### src/rtl/nand_flash_target.sv
// -----------------------------------------------------------------------------
// nand_flash_target
//
// Behavioural-but-synthesizable NAND flash target for loopback against a
// flash controller. Decodes command / address / data cycles from the pin-level
// bus, holds a small page array behind a page register, and models ready/busy
// timing for read, program and reset.
//
// Ports:
//   clk         system clock (controller clock)
//   rst         synchronous active-low reset
//   iCE_N       chip enable, active low; high masks all strobes
//   iCLE        command latch enable
//   iALE        address latch enable
//   iWE_N       write enable; byte latched on rising edge
//   iRE_N       read enable; data driven after falling edge
//   iWP_N       write protect, active low
//   flash_data  byte bus from controller
//   oRB_N       ready/busy, low = busy
//   flash_q     read data to controller
//   q_oe        high while the target drives flash_q
// -----------------------------------------------------------------------------
module nand_flash_target #(
    parameter int unsigned PAGE_BYTES = 16,
    parameter int unsigned NUM_PAGES  = 4,
    parameter int unsigned READ_BUSY  = 8,
    parameter int unsigned PROG_BUSY  = 20,
    parameter int unsigned RST_BUSY   = 4,
    parameter logic [7:0]  ID_BYTE0   = 8'hEC,
    parameter logic [7:0]  ID_BYTE1   = 8'hD3
) (
    input  logic       clk,
    input  logic       rst,
    input  logic       iCE_N,
    input  logic       iCLE,
    input  logic       iALE,
    input  logic       iWE_N,
    input  logic       iRE_N,
    input  logic       iWP_N,
    input  logic [7:0] flash_data,
    output logic       oRB_N,
    output logic [7:0] flash_q,
    output logic       q_oe
);

    localparam int unsigned ColW    = (PAGE_BYTES > 1) ? $clog2(PAGE_BYTES) : 1;
    localparam int unsigned RowW    = (NUM_PAGES > 1) ? $clog2(NUM_PAGES) : 1;
    localparam int unsigned BusyMax0 = (READ_BUSY > PROG_BUSY) ? READ_BUSY : PROG_BUSY;
    localparam int unsigned BusyMax = (BusyMax0 > RST_BUSY) ? BusyMax0 : RST_BUSY;
    localparam int unsigned BusyW   = $clog2(BusyMax + 2);

    typedef enum logic [2:0] {
        StIdle,
        StAddr,
        StRdConf,
        StProgData,
        StBusy,
        StOutPage,
        StOutStatus,
        StOutId
    } state_e;

    // Which command opened the current address phase.
    typedef enum logic [1:0] {
        OpRead,
        OpProg,
        OpId
    } op_e;

    typedef logic [PAGE_BYTES-1:0][7:0] page_t;

    // Input sampling stage
    logic       we_q, re_q, cle_q, ale_q;
    logic [7:0] data_q;

    // Control state
    state_e           state_q, state_d;
    state_e           busy_next_q, busy_next_d;
    op_e              op_q, op_d;
    logic             addr_cnt_q, addr_cnt_d;
    logic [ColW-1:0]  col_q, col_d;
    logic [RowW-1:0]  row_q, row_d;
    logic             fail_q, fail_d;
    logic [BusyW-1:0] busy_cnt_q, busy_cnt_d;
    logic             rb_n_q, rb_n_d;
    logic [1:0]       id_idx_q, id_idx_d;
    logic [7:0]       flash_q_q, flash_q_d;
    logic             q_oe_q, q_oe_d;

    // Storage
    page_t                         page_q, page_d;
    logic [NUM_PAGES-1:0][PAGE_BYTES*8-1:0] array_q, array_d;

    // Strobe detection
    logic wr_stb, cmd_stb, addr_stb, data_stb, rd_fall, rd_rise;

    assign wr_stb   = !we_q && iWE_N && !iCE_N;
    assign cmd_stb  = wr_stb && cle_q && !ale_q;
    assign addr_stb = wr_stb && ale_q && !cle_q;
    assign data_stb = wr_stb && !cle_q && !ale_q;
    assign rd_fall  = re_q && !iRE_N && !iCE_N;
    assign rd_rise  = !re_q && iRE_N && !iCE_N;

    // Busy request raised by the command decoder, applied after the decode.
    logic             start_busy;
    logic [BusyW-1:0] start_len;
    state_e           start_next;

    always_comb begin
        state_d     = state_q;
        busy_next_d = busy_next_q;
        op_d        = op_q;
        addr_cnt_d  = addr_cnt_q;
        col_d       = col_q;
        row_d       = row_q;
        fail_d      = fail_q;
        busy_cnt_d  = busy_cnt_q;
        rb_n_d      = rb_n_q;
        id_idx_d    = id_idx_q;
        flash_q_d   = flash_q_q;
        q_oe_d      = q_oe_q;
        page_d      = page_q;
        array_d     = array_q;
        start_busy  = 1'b0;
        start_len   = '0;
        start_next  = StIdle;

        // Busy countdown runs regardless of state so a status read can
        // interrupt BUSY without stalling it.
        if (busy_cnt_q != '0) begin
            busy_cnt_d = busy_cnt_q - 1'b1;
            if (busy_cnt_q == BusyW'(1)) begin
                rb_n_d = 1'b1;
                if (state_q == StBusy) begin
                    state_d = busy_next_q;
                end
            end
        end

        // Read data path
        if (rd_fall) begin
            case (state_q)
                StOutPage: begin
                    flash_q_d = page_q[col_q];
                    q_oe_d    = 1'b1;
                end
                StOutStatus: begin
                    flash_q_d = {iWP_N, rb_n_q, 5'b0, fail_q};
                    q_oe_d    = 1'b1;
                end
                StOutId: begin
                    flash_q_d = (id_idx_q == 2'd0) ? ID_BYTE0 :
                                (id_idx_q == 2'd1) ? ID_BYTE1 : 8'h00;
                    q_oe_d    = 1'b1;
                end
                default: ;
            endcase
        end

        if (rd_rise) begin
            q_oe_d = 1'b0;
            if (state_q == StOutPage) begin
                col_d = col_q + 1'b1;
            end
            if (state_q == StOutId && id_idx_q != 2'd2) begin
                id_idx_d = id_idx_q + 2'd1;
            end
        end

        if (iCE_N) begin
            q_oe_d = 1'b0;
        end

        // Command decode
        if (cmd_stb) begin
            case (data_q)
                8'hFF: begin
                    fail_d     = 1'b0;
                    start_busy = 1'b1;
                    start_len  = BusyW'(RST_BUSY);
                    start_next = StIdle;
                end
                8'h70: begin
                    state_d = StOutStatus;
                end
                8'h00: begin
                    if (state_q != StBusy) begin
                        state_d    = StAddr;
                        op_d       = OpRead;
                        addr_cnt_d = 1'b0;
                    end
                end
                8'h80: begin
                    if (state_q != StBusy) begin
                        state_d    = StAddr;
                        op_d       = OpProg;
                        addr_cnt_d = 1'b0;
                        page_d     = '1;
                    end
                end
                8'h90: begin
                    if (state_q != StBusy) begin
                        state_d    = StAddr;
                        op_d       = OpId;
                        addr_cnt_d = 1'b0;
                    end
                end
                8'h30: begin
                    if (state_q == StRdConf) begin
                        page_d     = array_q[row_q];
                        start_busy = 1'b1;
                        start_len  = BusyW'(READ_BUSY);
                        start_next = StOutPage;
                    end
                end
                8'h10: begin
                    if (state_q == StProgData) begin
                        if (iWP_N) begin
                            array_d[row_q] = page_q;
                            start_busy     = 1'b1;
                            start_len      = BusyW'(PROG_BUSY);
                            start_next     = StIdle;
                        end else begin
                            fail_d  = 1'b1;
                            state_d = StIdle;
                        end
                    end
                end
                default: ;
            endcase
        end

        // Address cycles: column then row; Read-ID takes a single byte.
        if (addr_stb && state_q == StAddr) begin
            if (op_q == OpId) begin
                state_d  = StOutId;
                id_idx_d = 2'd0;
            end else if (!addr_cnt_q) begin
                col_d      = data_q[ColW-1:0];
                addr_cnt_d = 1'b1;
            end else begin
                row_d   = data_q[RowW-1:0];
                state_d = (op_q == OpProg) ? StProgData : StRdConf;
            end
        end

        if (data_stb && state_q == StProgData) begin
            page_d[col_q] = data_q;
            col_d         = col_q + 1'b1;
        end

        // A zero-length busy skips straight to the follow-on state.
        if (start_busy) begin
            busy_next_d = start_next;
            if (start_len == '0) begin
                state_d    = start_next;
                busy_cnt_d = '0;
                rb_n_d     = 1'b1;
            end else begin
                state_d    = StBusy;
                busy_cnt_d = start_len;
                rb_n_d     = 1'b0;
            end
        end
    end

    always_ff @(posedge clk) begin
        if (!rst) begin
            we_q        <= 1'b1;
            re_q        <= 1'b1;
            cle_q       <= 1'b0;
            ale_q       <= 1'b0;
            data_q      <= 8'h00;
            state_q     <= StIdle;
            busy_next_q <= StIdle;
            op_q        <= OpRead;
            addr_cnt_q  <= 1'b0;
            col_q       <= '0;
            row_q       <= '0;
            fail_q      <= 1'b0;
            busy_cnt_q  <= '0;
            rb_n_q      <= 1'b1;
            id_idx_q    <= 2'd0;
            flash_q_q   <= 8'h00;
            q_oe_q      <= 1'b0;
            page_q      <= '1;
            array_q     <= '1;
        end else begin
            we_q        <= iWE_N;
            re_q        <= iRE_N;
            cle_q       <= iCLE;
            ale_q       <= iALE;
            data_q      <= flash_data;
            state_q     <= state_d;
            busy_next_q <= busy_next_d;
            op_q        <= op_d;
            addr_cnt_q  <= addr_cnt_d;
            col_q       <= col_d;
            row_q       <= row_d;
            fail_q      <= fail_d;
            busy_cnt_q  <= busy_cnt_d;
            rb_n_q      <= rb_n_d;
            id_idx_q    <= id_idx_d;
            flash_q_q   <= flash_q_d;
            q_oe_q      <= q_oe_d;
            page_q      <= page_d;
            array_q     <= array_d;
        end
    end

    assign oRB_N   = rb_n_q;
    assign flash_q = flash_q_q;
    // Release the bus as soon as the chip is deselected.
    assign q_oe    = q_oe_q && !iCE_N;

endmodule

### config.mk
export PLATFORM = sky130hd
export DESIGN_NAME = nand_flash_target
export DESIGN_NICKNAME = d
export VERILOG_FILES = /design/src/rtl/nand_flash_target.sv
export SDC_FILE = /design/constraint.sdc
export NUM_CORES = 2
export LEC_CHECK = 0
export ABC_AREA = 1
export CAP_MARGIN = 20
export CORE_ASPECT_RATIO = 0.7
export CORE_MARGIN = 2
export CORE_UTILIZATION = 29
export CTS_BUF_LIST = sky130_fd_sc_hd__clkbuf_16
export CTS_CLUSTER_SIZE = 20
export DETAILED_ROUTE_END_ITERATION = 7
export PLACE_DENSITY = 0.45
export RECOVER_POWER = 25
export SYNTH_ARGS = -nofsm -noshare
export SYNTH_HDL_FRONTEND = slang
export SYNTH_SLANG_ARGS = --single-unit
### constraint.sdc
create_clock -name clk -period 2.52 [get_ports clk]
set_input_delay 0.504 -clock clk [delete_from_list [all_inputs] [get_ports clk]]
set_output_delay 0.504 -clock clk [all_outputs]
set_load 0.05 [all_outputs]
==> flow_summary.toml <==
[logic_synthesis]
synth_top_family_by_area = "simple AND/OR/NAND/NOR gates"
avgSynthCellArea_um2 = 7.162
yosysTopAreaCell = "dfxtp_1"
synth_compound_area_frac = 0.2107
ys_ff_latch = 683
synthMuxAreaShare = 0
syn_inst = 4384
ys_top_cells_by_area = "dfxtp_1, nand2_1, o211ai_1"
yosys.area_share.adder = 0.003985
synth_edf_count = 0
ys_seq_area_frac = 0.4355
synth_ff_type = "dfxtp_1"
synth_cell_type_count = 42
ys_async_sr_fraction = 0
syn-num-nets = 4410
yosys.area_share.simple = 0.2580
synth.top_cell.area_share = 0.4355
synth.most_common_cell = "nand2_1"
synth_top_cells_by_count = "nand2_1, dfxtp_1, o211ai_1, inv_1, o21ai_0"
synth_xor_area_frac = 0.001395
syn-cell-area_um2 = 31400
yosys_warnings = 0

[global_routing]
grt_max_degree = 87
grt_pass1_vias = 27227
antenna_found_initial = 4
grt_usage = 0.2020
grt_pass1_wl_mm = 174.6
grt_overflow = 0

[clock_tree]
cts_made_buffers = 75
clk_pin_slew_worst_paths_ns = 0.06
holdBufCountCts = 0
cts_setup_buffers = 0
cts.sinks = 683
cts_tree = "yes"
clockRootBuffer = "clkbuf_16"
htreeDepth = 3
clock_path_buffers = 3
clk-insertion-delay-late_ns = 0.67

[die]
dieWidth_um = 397.3
rows = 100
core-area_um2 = 106900
dieArea_um2 = 111000
die_h_um = 279.3
initial_utilization = 0.2938
io_pins = 26

[setup_path]
path_class = "flip-flop to output port"
cp-start-kind = "flip-flop"
arrival_ns = 1.98
critical_path_peak_fanout = 2
crit_path_cell_trace = "clkdlybuf4s50_1"
cp_data_required_time_ns = 2.02
slowest_stage = "clkdlybuf4s50_1"
worst_setup_path_end_kind = "output port"
slowest_delay_ns = 0.86
critical_path_buf_inv_count = 1
crit_family = "buffers and inverters"

[power]
power_density_nw_per_um2 = 618.8
peakVddDrop_uv = 435.3
p_leak_nw = 19.06

[finish]
drive_above_1_share = 0.07011
area_delta_synth_final_pct = 15.23
n_fill_cell = 11634
nets = 4323
final_util = 0.3386
diodes = 0

[run_status]
failed_checks = "capacitance limit, slew limit"
status = "complete, but fails checks"

[placed_design]
gp_congestion = 0.8458
dp_hpwl_mm = 70.32
io_buffer_count = 25

[timing]
report.final.slew_viol_count = 84
clock_skew_ns = 0.02499
slew-limit-headroom = -0.1999
worst_pin_slew_ns = 1.800
min_period_ns = 2.481
post-route-period-util = 0.9846
fin_hold_ws_ns = 0.2487
finalHoldViolations = 0
rsz0062_at_grt = "no"
fmax_mhz = 403.0
timing.final.setup_violations = 0
finalSetupTns_ns = 0

[route]
drtIter0Drc = 2457
viasPerCell = 5.033
route.vias.total = 29082
drc = 0
ant_nets = 0
wire_per_inst_um = 19.52
totalWireLength_mm = 112.8
dr.pass1.iters = 5

[job]
maxCapViolations = 1

[hold_path]
hp-class = "input port to flip-flop"
[layout by cell type (no fill, tap or decap), drive strengths merged]
cell type and count:
o211ai 528, o21bai 1, o22ai 1, nor3 5, a21oi 129, dfxtp 683
dlygate4sd2 5, nand2b 1, nand3b 1, a211oi 1, ha 10, a22oi 70
xor2 4, or3b 1, o21ai 287, clkdlybuf4s50 15, inv 348, xnor2 1
nand3 261, nor2 92, or2 3, a2111oi 1, clkinv 30, nand2 1510
clkinvlp 3, bufinv 5, a31oi 1, nand4 97, a311oi 1, dlygate4sd3 1
buf 158, nor3b 1, clkbuf 95
[metrics by stage]
step                cells  instance area (um^2)  setup WS [ns]  power [mW]
floorplan            4384                 31400         0.5968       11.58
global placement     5648                 34090        -0.2376       11.86
detailed placement   5648                 34090        -0.1925       11.85
CTS                  5778                 36370       0.005369       22.67
global route         5778                 36180       0.001021       23.18
finish               5778                 36180        0.03890       22.39
[cell families (layout without fill, tap and decap cells)]
group	count (synthesis)	after routing
DFF	683	683
adders and majority gates	10	10
xor gates and xnor gates	5	5
and+or+nand+nor	1972	1972
AOI/OAI and AO/OA	1020	1020
buffers and inverters	694	660
[cell type report]
| class | instances | area [um^2] | share of cell area |
|---|---|---|---|
| Tap cell | 1428 | 1787 | 0.04938 |
| Multi-Input combinational cell | 3007 | 14960 | 0.4134 |
| Sequential cell | 683 | 13680 | 0.3780 |
| Clock buffer | 76 | 1902 | 0.05256 |
| Inverter | 332 | 1254 | 0.03465 |
| Clock inverter | 54 | 392.9 | 0.01086 |
| Timing Repair Buffer | 198 | 2211 | 0.06111 |
[worst paths after layout]
path	cells after the start	slack, ns	startpoint	to
max reg2reg	12	0.18	data_q[5]$_SDFF_PN0_	page_q[59]$_SDFF_PN1_
min reg2reg	2	0.47	array_q[389]$_SDFFE_PN1P_	array_q[389]$_SDFFE_PN1P_
min	2	0.25	rst	array_q[218]$_SDFFE_PN1P_
max	1	0.04	flash_q[5]$_SDFFE_PN0P_	flash_q[5]
[metal layers]
| metal | share of wire | vias to the layer above | track usage |
|---|---|---|---|
| met5 | 0 | - | 0 |
| li1 | - | 14584 | - |
| met1 | 0.53 | 13688 | 0.3161 |
| met3 | 0.062 | 111 | 0.04037 |
| met4 | 0.017 | 0 | 0.03924 |
| met2 | 0.39 | 699 | 0.2803 |
[report_power, final]
| part | switching, mW | leakage (nW) | internal [mW] | total, mW |
|---|---|---|---|---|
| Clock | 4.80 | 1.17 | 5.98 | 10.8 |
| Sequential | 0.0383 | 5.53 | 10.8 | 10.9 |
| Combinational | 0.515 | 12.4 | 0.213 | 0.728 |
[sequential cells by signal (all words and copies together), names as in the netlist, 2 cells and up]
name	count
state_q	3
flash_q	8
col_q	4
page_q	128
op_q	2
data_q	8
row_q	2
array_q	512
id_idx_q	2
busy_cnt_q	5
[repair_timing]
item / CTS / global route
endpoints found under the setup margin: 5 / 2
hold endpoints to repair: 0 / 0
resized for setup: 5 / 2
Note: power is estimated with default switching activity, not from simulation.
